[config.mk]
export PLATFORM = sky130hd
export DESIGN_NAME = pc_sequencer
export DESIGN_NICKNAME = d
export VERILOG_FILES = /design/src/rtl/pc_sequencer_pkg.sv /design/src/rtl/pc_sequencer_next_calc.sv /design/src/rtl/pc_sequencer.sv
export SDC_FILE = /design/constraint.sdc
export NUM_CORES = 1
export LEC_CHECK = 0
export CAP_MARGIN = 0
export CORE_MARGIN = 10
export CORE_UTILIZATION = 33
export DETAILED_ROUTE_END_ITERATION = 8
export SYNTH_ARGS = -nofsm -noshare
export SYNTH_HDL_FRONTEND = slang
export SYNTH_HIERARCHICAL = 1
export SYNTH_SLANG_ARGS = --single-unit
[constraint.sdc]
create_clock -name clk -period 4.4 [get_ports clk]
set_clock_uncertainty 0.2 [all_clocks]
set_input_delay 0.44 -clock clk [delete_from_list [all_inputs] [get_ports clk]]
set_output_delay 0.44 -clock clk [all_outputs]
set_load 0.02 [all_outputs]
[src/rtl/pc_sequencer_pkg.sv]
// rtl/pc_sequencer_pkg.sv - shared PC-select codes, state encodings and error codes
package pc_sequencer_pkg;

    localparam logic [1:0] PC_SEL_SEQ    = 2'b00;
    localparam logic [1:0] PC_SEL_BRANCH = 2'b01;
    localparam logic [1:0] PC_SEL_JUMP   = 2'b10;
    localparam logic [1:0] PC_SEL_RSVD   = 2'b11;

    typedef enum logic [1:0] {
        ST_BOOT = 2'b00,
        ST_RUN  = 2'b01,
        ST_HALT = 2'b10
    } pc_state_e;

    localparam logic [1:0] ERR_NONE        = 2'b00;
    localparam logic [1:0] ERR_MISALIGN    = 2'b01;
    localparam logic [1:0] ERR_ILLEGAL_SEL = 2'b10;

endpackage

[src/rtl/pc_sequencer_next_calc.sv]
// rtl/pc_sequencer_next_calc.sv - combinational next-PC target with misalign/illegal flags
module pc_next_calc
    import pc_sequencer_pkg::*;
(
    input  logic [31:0] pc,
    input  logic [1:0]  pc_sel,
    input  logic [31:0] branch_offset,
    input  logic [25:0] jump_index,
    output logic [31:0] target,
    output logic        misalign,
    output logic        illegal
);

    logic [31:0] seq_pc;

    assign seq_pc = pc + 32'd4;

    always_comb begin
        target   = seq_pc;
        misalign = 1'b0;
        illegal  = 1'b0;
        case (pc_sel)
            PC_SEL_SEQ:    target = seq_pc;
            PC_SEL_BRANCH: begin
                target   = seq_pc + branch_offset;
                // only a branch can land off a word boundary; sequential and jump targets are aligned by construction
                misalign = (target[1:0] != 2'b00);
            end
            PC_SEL_JUMP:   target = {seq_pc[31:28], jump_index, 2'b00};
            default:       illegal = 1'b1;
        endcase
    end

endmodule

[src/rtl/pc_sequencer.sv]
// rtl/pc_sequencer.sv - PC register, BOOT/RUN/HALT control and retire counters; stats under PC_BRANCH_STATS_EN
module pc_sequencer
    import pc_sequencer_pkg::*;
#(
    parameter logic [31:0] RESET_PC = 32'h0000_0000,
    parameter int          CNT_W    = 32
) (
    input  logic             clk,
    input  logic             reset,
    input  logic [1:0]       pc_sel,
    input  logic [31:0]      branch_offset,
    input  logic [25:0]      jump_index,
    input  logic             stall,
    input  logic             halt,
    output logic [31:0]      pc,
    output logic [31:0]      pc_plus4,
    output logic             fetch_valid,
    output logic [1:0]       err_code,
    output logic [CNT_W-1:0] instr_count,
    output logic [CNT_W-1:0] taken_count,
    output logic [CNT_W-1:0] jump_count
);

    pc_state_e   state, state_next;
    logic [31:0] pc_next;
    logic [31:0] target;
    logic [1:0]  err_next;
    logic        misalign;
    logic        illegal;
    logic        commit;

    assign pc_plus4 = pc + 32'd4;

    pc_next_calc u_next_calc (
        .pc            (pc),
        .pc_sel        (pc_sel),
        .branch_offset (branch_offset),
        .jump_index    (jump_index),
        .target        (target),
        .misalign      (misalign),
        .illegal       (illegal)
    );

    always_comb begin
        state_next = state;
        pc_next    = pc;
        err_next   = err_code;
        commit     = 1'b0;
        case (state)
            ST_BOOT: state_next = ST_RUN;
            ST_RUN: begin
                // halt wins over everything, so a halt alongside a bad pc_sel leaves err_code clean
                if (halt) begin
                    state_next = ST_HALT;
                end else if (!stall) begin
                    if (illegal) begin
                        err_next   = ERR_ILLEGAL_SEL;
                        state_next = ST_HALT;
                    end else if (misalign) begin
                        err_next   = ERR_MISALIGN;
                        state_next = ST_HALT;
                    end else begin
                        pc_next = target;
                        commit  = 1'b1;
                    end
                end
            end
            ST_HALT: state_next = ST_HALT;
            default: state_next = ST_HALT;
        endcase
    end

    always_ff @(posedge clk or posedge reset) begin
        if (reset) begin
            state       <= ST_BOOT;
            pc          <= RESET_PC;
            fetch_valid <= 1'b0;
            err_code    <= ERR_NONE;
            instr_count <= '0;
        end else begin
            state       <= state_next;
            pc          <= pc_next;
            fetch_valid <= (state_next == ST_RUN);
            err_code    <= err_next;
            if (commit) begin
                instr_count <= instr_count + CNT_W'(1);
            end
        end
    end

`ifdef PC_BRANCH_STATS_EN
    always_ff @(posedge clk or posedge reset) begin
        if (reset) begin
            taken_count <= '0;
            jump_count  <= '0;
        end else if (commit) begin
            if (pc_sel == PC_SEL_BRANCH) begin
                taken_count <= taken_count + CNT_W'(1);
            end
            if (pc_sel == PC_SEL_JUMP) begin
                jump_count <= jump_count + CNT_W'(1);
            end
        end
    end
`else
    assign taken_count = '0;
    assign jump_count  = '0;
`endif

endmodule

==> results.tsv <==
metric	value	unit
die_y	163.2	um
grt_setup_unrepaired	no	
grt_first_pass_wirelength	34460	um
synthTopCellsByArea	dfrtp_1 (26%), xnor2_1 (9.6%), ha_1 (8.1%), buf_4 (7.7%), xor2_1 (4.8%)	
cp-startpoint	pc[18]	
vdd_drop_max	0.1689	mV
grt_max_degree	36	
hpwlAfterDp	18240	um
drc	0	
hp-class	in2async	
syn-cell-area	6768	um^2
fp.coreArea	20230	um^2
area_growth	32.78	%
clk_pin_slew_worst_paths	60	ps
num_rows	52	
nets	1060	
final_cells	1226	
synth_top_area_share	25.51	%
grt_util_all_layers	16.12	%
stdcell_area	8986	um^2
ant_nets	0	
fin_tns_setup	0	ps
p_leak	4.074	nW
cts_buffer_depth	2	
power_switching	850.7	uW
drive_gt1_share	10.36	%
setup_violations	0	
combPwrFrac	37.3	%
first_pass_iters	5	
status	finished, final reports clean	
grt_pass1_vias	6159	
critPathArrivalTime	4200	ps
viasPerCell	5.008	
fin_crit_sh	95.21	%
pin_count	227	
min_period	4189	ps
maxCapViolations	0	
maxSlewViolCount	0	
clockRootBuffer	clkbuf_16	
drt-wirelength-per-cell	18.42	um
seqPwrFrac	28.8	%
r2r-end	pc[30]	
totalWireLength	22580	um
placed_cell_area	8586	um^2
dp_cells	1209	
crit_path_max_fanout	9	
synth_edf_count	0	
start_util	33.45	%
dieArea	26640	um^2
grt_overflow	0	
synth.distinct_cells	73	
synth_top_cell_by_area	dfrtp_1	
postSynthAreaPerCell	8.778	um^2
reg2reg_from	pc[18]	
cts_tree	yes	
num_antenna_cells	0	
power.density	277.2	nW/um^2
clock_latency	330	ps
vias	6140	
port_buffers	162	
setup_slack	210.7	ps
power.total	2.491	mW
p_sw_share	34.15	%
cp-end-kind	flop	
cp_slowest_cell	dfrtp_1	
fmax	0.2387	GHz
worst_ep_required_time	4410	ps
seq_area	1729	um^2
path_buf_inv	1	
synthFlopType	dfrtp_1	
drt_iter0_drc	293	
gp_congestion	0.8799	
syn_inst	771	
max_stage_delay	570	ps
synthArstFlopShare	100.0	%
fillers	1999	
ys_seq_elements	69	
hold_viol_final	0	
postCtsHoldBufs	0	
yosysSeqAreaShare	25.51	%
cts_sinks	69	
cp_cell_sequence	and4_1 -> nand4_1 -> nor4_4 -> buf_4 -> xor2_1 -> ha_1 -> a21o_1 -> a21o_1 -> a21oi_1 -> o21ai_0 -> a211o_1 -> a31oi_1 -> xor2_1 -> o21ai_0 -> mux2_1	
cts_buffers	9	
dp_slack	0.9459	ps
die_x	163.2	um
yosys_warnings	6	
cp-start-kind	flop	
clockPowerShare	33.9	%
multi_input_area	4648	um^2
tightest_slew	713.6	ps
crit_type	reg2reg	
rr_worst_depth	15	
regToRegSetupSlack	210	ps
p_int	1.641	mW
cp_top_family	compound AO/OA/AOI/OAI gates	
htree_levels	3	
antenna_found_initial	0	
max_slew_margin	51.92	%
-- layout by cell type (no fill, tap or decap), drive strengths merged, types with 8 or more instances in the layout --
cell / count
a22oi: 12
nand3: 35
dfrtp: 69
conb: 64
and2: 9
a21o: 15
mux2: 32
a21oi: 48
o21bai: 8
clkdlybuf4s50: 162
ha: 44
inv: 19
nand4: 23
nor3: 10
buf: 31
xor2: 37
and4: 15
xnor2: 76
nor2: 47
and3: 21
nand2: 65
a221oi: 11
clkbuf: 11
o21ai: 37
-- metal layers --
| metal | wire, um | part of all wire (%) | global-route usage, % | up-vias |
|---|---|---|---|---|
| met3 | 1534 | 6.8 | 3.826 | 23 |
| li1 | - | - | - | 3007 |
| met4 | 418 | 1.9 | 4.467 | 0 |
| met5 | 0 | 0 | 0 | - |
| met2 | 10940 | 48 | 26.92 | 195 |
| met1 | 9686 | 43 | 20.26 | 2915 |
-- worst register-to-register path, stage by stage, from the launching register on --
cell     delay (ps)
dfrtp_1         570
and4_1          320
nand4_1         180
nor4_4          250
buf_4           200
xor2_1          210
ha_1            330
a21o_1          200
a21o_1          170
a21oi_1         170
o21ai_0         140
a211o_1         310
a31oi_1         230
xor2_1          200
o21ai_0         100
mux2_1          300
-- how the worst max path moves through the flow --
stage,cells after the start,slack [ps],end
after CTS,17,50,pc[31]
final,15,210,pc[30]
after global placement,17,130,pc[31]
after floorplan,18,300,pc[31]
after global routing,15,20,pc[30]
after detailed placement,17,0.9,pc[31]
-- cell type report --
cell class | instances | area share [%]
repair buffers | 193 | 20.63
well taps | 270 | 3.759
clock buffers | 11 | 2.701
multi-input cells | 660 | 51.73
clock inverters | 5 | 1.184
flip-flops and latches | 69 | 19.24
inverters | 18 | 0.7519
-- cells in the mapped netlist (8+ instances only) --
| library cell | n |
|---|---|
| a22oi_1 | 12 |
| inv_1 | 18 |
| a21o_1 | 15 |
| clkbuf_1 | 14 |
| o21ai_0 | 31 |
| mux2_1 | 16 |
| o21bai_1 | 8 |
| mux2_2 | 16 |
| and4_1 | 15 |
| nand2_1 | 63 |
| nand4_1 | 23 |
| a221oi_1 | 10 |
| a21oi_1 | 47 |
| buf_4 | 69 |
| dfrtp_1 | 69 |
| xor2_1 | 37 |
| ha_1 | 44 |
| nor3_1 | 9 |
| nor2_1 | 44 |
| xnor2_1 | 74 |
| nand3_1 | 34 |
| and3_1 | 21 |
| and2_1 | 8 |
-- stage by stage --
stage,utilization (%),hold slack [ps]
after CTS,44.19,269.2
final,44.41,249.5
after global routing,44.41,304.8
after global placement,42.43,262.8
after floorplan,-,243.4
after detailed placement,42.43,269.0
-- cell families (layout without fill, tap and decap cells) --
| family | after synthesis | after routing | synth area share [%] |
|---|---|---|---|
| AO/OA/AOI/OAI | 164 | 164 | 16.49 |
| XOR/XNOR | 113 | 113 | 14.85 |
| adder cells (fa/ha/maj) | 45 | 45 | 8.430 |
| buffers and inverters | 105 | 227 | 9.909 |
| flip-flops | 69 | 69 | 25.51 |
| multiplexers | 33 | 33 | 5.472 |
| other | 1 | 64 | 0.05541 |
| AND/OR/NAND/NOR | 241 | 241 | 19.28 |
-- state kept, by name, summed over array words and instances, names as in the netlist --
signal	cells
err_code	2
fetch_valid	1
instr_count	32
pc	32
state	2
-- power by group through the flow --
stage	registers, mW	logic (mW)	clock network, mW
floorplan	0.776	0.545	0
global placement	0.726	0.919	0
detailed placement	0.726	0.919	0
CTS	0.715	0.926	0.867
global route	0.723	1.01	0.894
finish	0.717	0.930	0.844
-- what timing repair did --
item | in CTS | in global routing
gates resized for setup | 1 | 10
setup endpoints to repair | 1 | 9
setup buffers | 0 | 1
pin swaps | 0 | 1
Power figures use the tool's default switching activity.
